--- config.mk ---
export PLATFORM = sky130hd
export DESIGN_NAME = pwm8
export DESIGN_NICKNAME = d
export VERILOG_FILES = /design/src/rtl/pwm8.sv
export SDC_FILE = /design/constraint.sdc
export NUM_CORES = 1
export LEC_CHECK = 0
export CAP_MARGIN = 0
export CORE_AREA = 2 2 39 41
export CTS_CLUSTER_DIAMETER = 30
export DETAILED_ROUTE_END_ITERATION = 6
export DIE_AREA = 0 0 41 43
export PLACE_DENSITY = 0.68
export SLEW_MARGIN = 25
export SYNTH_ARGS = -nofsm -noshare
export SYNTH_HDL_FRONTEND = slang
export SYNTH_SLANG_ARGS = --single-unit
--- constraint.sdc ---
create_clock -name clk -period 1.8 [get_ports clk]
set_input_delay 0.27 -clock clk [delete_from_list [all_inputs] [get_ports clk]]
set_output_delay 0.27 -clock clk [all_outputs]
set_load 0.1 [all_outputs]
--- src/rtl/pwm8.sv ---
// 8-bit free-running PWM: 256-clock period, output high while the counter is below duty.
// The output comes straight from a flop so it is glitch-free for downstream enables.
module pwm8 (
    input  logic       clk,
    input  logic       rst_n,
    input  logic [7:0] duty,
    output logic       PWM_sig
);

    logic [7:0] cntr;
    logic [7:0] cntr_next;

    assign cntr_next = cntr + 8'd1;

    // Compare against the next count so PWM_sig and cntr move on the same edge.
    always_ff @(posedge clk) begin
        if (!rst_n) begin
            cntr    <= 8'h00;
            PWM_sig <= 1'b0;
        end else begin
            cntr    <= cntr_next;
            PWM_sig <= (cntr_next < duty);
        end
    end

endmodule

* After elaboration in Yosys (flattened, before gate mapping) *
Index checks and enable logic that the tools add are counted.

word-level totals
  register bits = 9
  latch bits = 0
  memory bits (writable) = 0
  bits in read-only memories = 0
  bits of input ports = 10
  output and inout port bits = 1
  word-level logic and storage cells = 4
  memories kept = 0

operators by class
  add/sub/neg operators = 1
  multiply operators = 0
  divide/modulo/power cells = 0
  magnitude comparators = 1
  eq/ne operators = 0
  shift operators = 0
  mux-type cells = 0
  bitwise operators = 0
  reduce and logical (&&, ||, !) cells = 0

operators with widths
  operator             number
  $add 8x1->8 const B  1
  $lt 8x8->1           1

* Depth between registers and ports, before layout *
Gate-level depths: netlist of run 1.

  depth after elaboration = 2
  gate-level depth with buffers = 8
  depth with buffers taken out = 8

* Worst setup path after synthesis of run 1 *
OpenSTA, ideal clock, no wires.

  kind = flip-flop to flip-flop
  start = register cntr[0]
  end = register PWM_sig
  setup time = 0.112 ns
  arrival time = 1.722 ns
  data required time = 1.688 ns
  setup slack = -0.035 ns
  cell stages (with the launch flop) = 9
  path buffers = 0
  clock period less this slack = 1.835 ns
  cell sequence = dfxtp_1 -> ha_1 -> nand2_1 -> or3_1 -> nand2_1 -> ha_1 -> a21oi_1 -> nor2b_1 -> a2111oi_1

between the ends
  longest elaborated chain between the ends = 2

ends and longest elaborated chain
  what                    RTL line  RTL
  start, declared         10        logic [7:0] cntr;
  start signal, assigned  21        cntr <= cntr_next;
  $add 8x1->8             13        assign cntr_next = cntr + 8'd1;
  net cntr_next[6]        11        logic [7:0] cntr_next;
  $lt 8x8->1              22        PWM_sig <= (cntr_next < duty);
  end signal, assigned    22
  end, declared           7         output logic PWM_sig

The timed path passes the listed nets, and every way through them passes these cells.
A chain may end at the register's enable or synchronous reset.

* Final worst setup path of run 1 *
Same ends and word-level chain as after synthesis.

==> results of run 1 <==
[power breakdown]
part | internal (mW) | leakage, nW | switching [mW]
Combinational | 0.0479 | 0.309 | 0.0390
Sequential | 0.206 | 0.0769 | 0.00981
Clock | 0.0857 | 0.0150 | 0.0751
[timing repair]
action,CTS,global route
gates resized for setup,6,16
pin swaps,4,8
setup endpoints to repair,1,1
[per-layer routing]
metal | vias to the layer above | part of all wire, % | GRT usage, %
li1 | 247 | - | -
met2 | 11 | 51 | 25.62
met1 | 209 | 42 | 14.94
met5 | - | 0 | 0
met4 | 0 | 2.0 | 8.000
met3 | 3 | 4.4 | 3.141
[layout make-up]
cell class	count	area (sq um)
Fill cell	123	549.3
Multi-Input combinational cell	42	409.1
Timing Repair Buffer	17	150.1
Sequential cell	9	195.2
Clock buffer	4	26.28
Inverter	9	33.78
Tap cell	16	20.02
[worst register-to-register path: cells and delay by family, from the launching register on]
kind / cells / cell delay, ns
fa+ha+maj: 2 / 0.38
flops: 1 / 0.38
compound gates: 3 / 0.82
simple gates: 2 / 0.15
[registers in the layout, summed over array words and instances, names as in the netlist]
| signal | flops |
|---|---|
| cntr | 8 |
| PWM_sig | 1 |
[Yosys cell counts (all sizes together)]
master   instances
inv              9
nand2            5
mux2i            1
nand3            3
a2111oi          1
a211oi           1
o2111a           1
dfxtp            9
nor3             1
xnor2            2
xor2             2
nor2b            1
or3              2
o211ai           1
ha               8
a21oi            3
o21ai            3
and3b            1
and2             4
nand2b           1
nor2             1
[worst max path at each step]
stage / startpoint / end / slack [ns] / cells after the start
finish: cntr[0] / PWM_sig / -0.03 / 7
global route: cntr[0] / PWM_sig / -0.10 / 7
CTS: cntr[0] / PWM_sig / 0.001 / 7
detailed placement: cntr[1] / PWM_sig / -0.12 / 8
global placement: duty[3] / PWM_sig / -0.09 / 6
floorplan: cntr[1] / PWM_sig / 0.009 / 8
[through the flow]
stage | utilization (%) | TNS, ns | area [sq um]
4_1_cts | 55.06 | 0 | 762.0
2_1_floorplan | - | 0 | 540.5
3_5_place_dp | 51.36 | -0.1244 | 710.7
5_1_grt | 60.31 | -0.1012 | 834.6
6_report | 60.31 | -0.03070 | 834.6
3_3_place_gp | 51.36 | -0.08634 | 710.7
[kinds of logic (layout without fill, tap and decap cells)]
| group | after synthesis | count (layout) |
|---|---|---|
| AOI/OAI and AO/OA | 10 | 10 |
| xor gates and xnor gates | 4 | 4 |
| adders and majority gates | 8 | 8 |
| buffers and inverters | 9 | 30 |
| DFF | 9 | 9 |
| muxes | 1 | 1 |
| and+or+nand+nor | 19 | 19 |
==> metrics.csv, run 1 <==
stage;metric;value;unit
run_status;outcome;finished, violations left;
run_status;failing checks;setup timing;
global_route;largest net degree at the start of global routing;8;
clocking;post-CTS setup buffers;0;
timing;post-layout min period;1.831;ns
worst_hold_path;Worst Min Path Start;cntr[7];
final_layout;Nets;100;
critical_path;slowest stage delay, CP;0.38;ns
critical_path;CP startpoint kind;flop;
worst_hold_path;Hold Path Depth;2;
drt;Iter 0 DRT Violations;2;
critical_path;Worst Path Required;1.97;ns
logic_synthesis;synth unique cells;22;
clocking;CTS tree;done;
final_layout;share of cells above drive strength 1;35.80;%
placement;Post-DP HPWL;846.6;microns
timing;clk_skew;0.0003502;ns
timing;endpoints failing setup;1;
logic_synthesis;Compound-Gate Fraction of Synth Area;12.35;%
floorplanning;Die H;43;microns
floorplanning;floorplan row count;14;
timing;RSZ-0062 raised after global routing;true;
logic_synthesis;Yosys warning total;0;
job;# Max-Cap Violations;0;
timing;Final period util;101.7;%
critical_path;Top cell by count, worst path;ha_4;
logic_synthesis;Post-Syn Area;536.8;sq um
critical_path;Reg2Reg Depth;7;
global_route;initial antenna violation count;0;
floorplanning;die width;41;microns
drt;vias per cell;4.845;
drt;via count;470;
pwr;PnR Total Power;0.4636;mW
worst_hold_path;Hold Path Sink;cntr[7];
critical_path;Worst Setup Path Type;reg -> reg;
clocking;CTS buffer count;3;
global_route;total grt overflow;0;
logic_synthesis;xor-xnor portion of the synthesized cell area;6.527;%
logic_synthesis;Post-Syn Instances;60;
critical_path;critical path's slowest cell;dfxtp_4;
timing;setup slack after layout;-0.03070;ns
placement;Port Buffers;10;
global_route;first-pass GRT wire length;1718;microns
floorplanning;die area;1763;sq um
logic_synthesis;largest family of logic cells by synthesized area;simple AND/OR/NAND/NOR gates;
critical_path;Critical R2R Capture;PWM_sig;
placement;Place WS;-0.1244;ns
pwr;leakage;0.4012;nW
timing;measured slew at the worst slew-check pin;0.4312;ns
logic_synthesis;cell accounting for the most synthesized area;dfxtp_1;
worst_hold_path;class of the worst hold path;reg -> reg;
clocking;root buffer cell;clkbuf_4;
critical_path;flop2flop setup slack;-0.03;ns
drt;# DRC;0;
critical_path;critical-path cell list;ha_4 -> nand2_1 -> o21ai_0 -> nand2_4 -> ha_4 -> o2111a_1 -> a2111oi_2;
final_layout;area grow syn2layout;55.48;%
critical_path;Max Fanout on Critical Path;3;
placement;Placed Instances;93;
critical_path;worst path bufs/invs;0;
clocking;Clock Tree Buf Depth;2;
drt;post-route ant nets;0;
final_layout;Non-Filler Instances;97;
clocking;H-tree levels;1;
clocking;clock slew at reported path FFs;0.06;ns
logic_synthesis;fraction of synthesized area in multiplexers;1.865;%
logic_synthesis;top post-synthesis cells by area;dfxtp_1 34%, ha_1 19%, inv_1 6.3%;
clocking;Clock Latency Late Sink;0.26;ns
placement;gp weighted congestion;0.7681;
logic_synthesis;area share of the largest cell type after synthesis;33.57;%
drt;drt pass-1 iters;3;
logic_synthesis;post-synthesis simple-gate area fraction;20.75;%
critical_path;Top delay family on crit path;compound AO/OA/AOI/OAI gates;
logic_synthesis;Post-Synth Adder-Cell Area;18.65;%
timing;Hold Fails Final Rpt;0;
drt;Routed WL per cell;12.11;microns
timing;slew margin rel.;70.95;%
critical_path;Arr. time, crit path;2.00;ns
logic_synthesis;Post-Syn Nets;78;
global_route;vias in the first global route;454;
clocking;hold_buf cts;0;
timing;Fin Hold WS;0.4947;ns
floorplanning;Core Area;1384;sq um
floorplanning;Ports;11;
pwr;Max VDD drop;0.4172;mV
global_route;gr usage total;14.70;%
final_layout;Antenna Cells;0;
final_layout;most used cells in the layout excluding fill and tap cells;9 x inv_1, 9 x clkdlybuf4s50_1, 8 x buf_4, 6 x ha_1;
critical_path;reg2reg start;cntr[0];
floorplanning;Starting Density;38.79;%
pwr;PwrDens;555.5;nW/um^2
logic_synthesis;Synth Area per Inst;8.946;sq um
logic_synthesis;register area share after synthesis;33.57;%
timing;max-slew violation total from the final report;0;
timing;f_max;546.2;MHz
clocking;clk sink count;9;
logic_synthesis;#FFs+latches synth;9;
drt;final WL;1175;microns
critical_path;crit path capture type;flop;
Note: power is estimated with default switching activity, not from simulation.
==> run 2: changes to the inputs <==
--- a/config.mk
+++ b/config.mk
@@ -11,7 +11,8 @@
 export DETAILED_ROUTE_END_ITERATION = 6
 export DIE_AREA = 0 0 41 43
 export PLACE_DENSITY = 0.68
-export SLEW_MARGIN = 25
+export SETUP_SLACK_MARGIN = 0.1
+export SLEW_MARGIN = 20
 export SYNTH_ARGS = -nofsm -noshare
 export SYNTH_HDL_FRONTEND = slang
 export SYNTH_SLANG_ARGS = --single-unit
==> metrics.csv, run 2 (synthesis results as in run 1) <==
stage;metric;value;unit;change
placement;dpl cell area;691.9;sq um;was 710.7 sq um
final_layout;Nets;96;;was 100
drt;via count;462;;was 470
drt;vias per cell;4.968;;was 4.845
timing;measured slew at the worst slew-check pin;0.2630;ns;was 0.4312 ns
drt;final WL;1032;microns;was 1175 microns
global_route;initial antenna violation count;0;;unchanged
timing;Fin Hold WS;0.4837;ns;was 0.4947 ns
final_layout;area grow syn2layout;49.88;%;was 55.48%
clocking;H-tree levels;1;;unchanged
clocking;Clock Latency Late Sink;0.26;ns;about the same
floorplanning;floorplan row count;14;;unchanged
timing;Final period util;95.70;%;was 101.7%
timing;slew margin rel.;82.28;%;was 70.95%
final_layout;Fill cells;122;;was 123
critical_path;slowest stage delay, CP;0.38;ns;about the same
pwr;internal power;0.3365;mW;was 0.3396 mW
critical_path;critical-path cell list;nand3_4 -> or3_4 -> nand2_1 -> ha_1 -> o2111a_1 -> a2111oi_2;;was ha_4 -> nand2_1 -> o21ai_0 -> nand2_4 -> ha_4 -> o2111a_1 -> a2111oi_2
clocking;clock slew at reported path FFs;0.06;ns;about the same
timing;clk_skew;0.006380;ns;was 0.0003502 ns
drt;Iter 0 DRT Violations;3;;was 2
placement;Post-DP HPWL;761.5;microns;was 846.6 microns
global_route;largest net degree at the start of global routing;8;;unchanged
floorplanning;Core Area;1384;sq um;unchanged
global_route;vias in the first global route;464;;was 454
pwr;sw power;0.1159;mW;was 0.1240 mW
critical_path;critical path's slowest cell;or3_4;;was dfxtp_4
timing;endpoints failing setup;0;;was 1
critical_path;Worst Path Required;1.95;ns;was 1.97 ns
placement;gp weighted congestion;0.7499;;was 0.7681
timing;Setup TNS;0;ns;was -0.03070 ns
critical_path;Max Fanout on Critical Path;4;;was 3
critical_path;CP startpoint kind;flop;;unchanged
timing;setup slack after layout;0.07741;ns;was -0.03070 ns
placement;Port Buffers;10;;unchanged
timing;post-layout min period;1.723;ns;was 1.831 ns
critical_path;Reg2Reg Depth;6;;was 7
clocking;Clock Tree Buf Depth;2;;unchanged
final_layout;Antenna Cells;0;;unchanged
final_layout;most used cells in the layout excluding fill and tap cells;9 x inv_1, 9 x clkdlybuf4s50_1, 6 x ha_1;;was 9 x inv_1, 9 x clkdlybuf4s50_1, 8 x buf_4, 6 x ha_1
pwr;Max VDD drop;0.3672;mV;was 0.4172 mV
drt;drt pass-1 iters;4;;was 3
job;# Max-Cap Violations;0;;unchanged
run_status;outcome;finished, final reports clean;;was finished, violations left
placement;Place WS;-0.05836;ns;was -0.1244 ns
final_layout;Util after Layout;58.14;%;was 60.31%
pwr;Sequential Power Share;47.4;%;was 46.5%
pwr;leakage;0.3816;nW;was 0.4012 nW
drt;# DRC;0;;unchanged
critical_path;crit path capture type;flop;;unchanged
global_route;first-pass GRT wire length;1814;microns;was 1718 microns
worst_hold_path;Hold Path Depth;2;;unchanged
floorplanning;Ports;11;;unchanged
critical_path;Worst Setup Path Type;reg -> reg;;unchanged
worst_hold_path;class of the worst hold path;reg -> reg;;unchanged
clocking;clk sink count;9;;unchanged
floorplanning;die width;41;microns;unchanged
final_layout;Top reg by flops;cntr;;unchanged
drt;Routed WL per cell;11.10;microns;was 12.11 microns
pwr;Sw Ratio;25.61;%;was 26.74%
global_route;gr usage total;15.93;%;was 14.70%
final_layout;max reg flops;8;;unchanged
timing;Hold Fails Final Rpt;0;;unchanged
pwr;Gate power share;18.4;%;was 18.8%
timing;f_max;580.5;MHz;was 546.2 MHz
drt;post-route ant nets;0;;unchanged
critical_path;Arr. time, crit path;1.88;ns;was 2.00 ns
pwr;Clock Power Share;34.3;%;was 34.7%
clocking;CTS tree;done;;unchanged
global_route;total grt overflow;0;;unchanged
timing;max-slew violation total from the final report;0;;unchanged
floorplanning;Die H;43;microns;unchanged
final_layout;Largest regs;cntr (8), PWM_sig (1);;unchanged
floorplanning;die area;1763;sq um;unchanged
final_layout;post-route cell area;804.5;sq um;was 834.6 sq um
clocking;root buffer cell;clkbuf_4;;unchanged
clocking;CTS buffer count;3;;unchanged
timing;RSZ-0062 raised after global routing;true;;unchanged
pwr;PwrDens;562.2;nW/um^2;was 555.5 nW/um^2
final_layout;share of cells above drive strength 1;33.77;%;was 35.80%
floorplanning;Starting Density;38.79;%;unchanged
==> run 2: changes by cell type in the layout (fill, tap and decap cells not counted) <==
cell     previous run  this run
buf_4               8         4
nand2_4             1         0
nand2_2             0         1
or3_4               1         2
or3_1               1         0
==> run 2: repair_timing <==
| action | 4_1_cts | 5_1_grt |
|---|---|---|
| setup buffers | 0 | 0 |
| endpoints found under the setup margin | 1 | 1 |
| pin swaps | 3 | 8 |
| hold buffers | 0 | 0 |
| resized for setup | 11 | 9 |
==> run 2: routing by layer <==
layer  part of all wire, %  track usage [%]  vias up
met1                    44            17.26      208
met4                     0            8.000        0
met5                     0                0        -
met2                    51            24.38       16
met3                   5.7            7.853        0
li1                      -                -      238
==> run 2: power by group through the flow <==
stage	registers, mW	logic, mW	clock network, mW
after floorplan	0.228	0.0322	0
after detailed placement	0.218	0.0781	0
final	0.214	0.0830	0.155
after CTS	0.215	0.0818	0.164
after global routing	0.215	0.0934	0.185
after global placement	0.218	0.0776	0
==> run 2: final timing paths <==
kind | start | endpoint | slack, ns
max | cntr[0] | PWM_sig | 0.08
min | cntr[7] | cntr[7] | 0.48
max reg2reg | cntr[0] | PWM_sig | 0.08
min reg2reg | cntr[7] | cntr[7] | 0.48
==> run 2: layout make-up <==
cell class / instances / area [sq um] / area share, %
repair buffers: 13 / 120.1 / 14.93
well taps: 16 / 20.02 / 2.488
clock buffers: 4 / 26.28 / 3.266
inverters: 9 / 33.78 / 4.199
flip-flops and latches: 9 / 195.2 / 24.26
multi-input cells: 42 / 409.1 / 50.86
==> run 2: metrics by stage <==
stage	instances	power [mW]
final	93	0.4523
after global routing	93	0.4929
after CTS	93	0.4606
after detailed placement	89	0.2964
after global placement	89	0.2958
after floorplan	60	0.2606
==> run 2: critical path: cells and delay by family (launching register included) <==
family | cells | cell delay, ns
simple gates | 3 | 0.58
compound gates | 2 | 0.43
flops | 1 | 0.37
fa+ha+maj | 1 | 0.23
==> run 3: changes to the inputs <==
--- a/config.mk
+++ b/config.mk
@@ -5,7 +5,6 @@
 export SDC_FILE = /design/constraint.sdc
 export NUM_CORES = 1
 export LEC_CHECK = 0
-export CAP_MARGIN = 0
 export CORE_AREA = 2 2 39 41
 export CTS_CLUSTER_DIAMETER = 30
 export DETAILED_ROUTE_END_ITERATION = 6
==> results of run 3 <==
Final layout, timing and power as in run 2 (identical DEF).
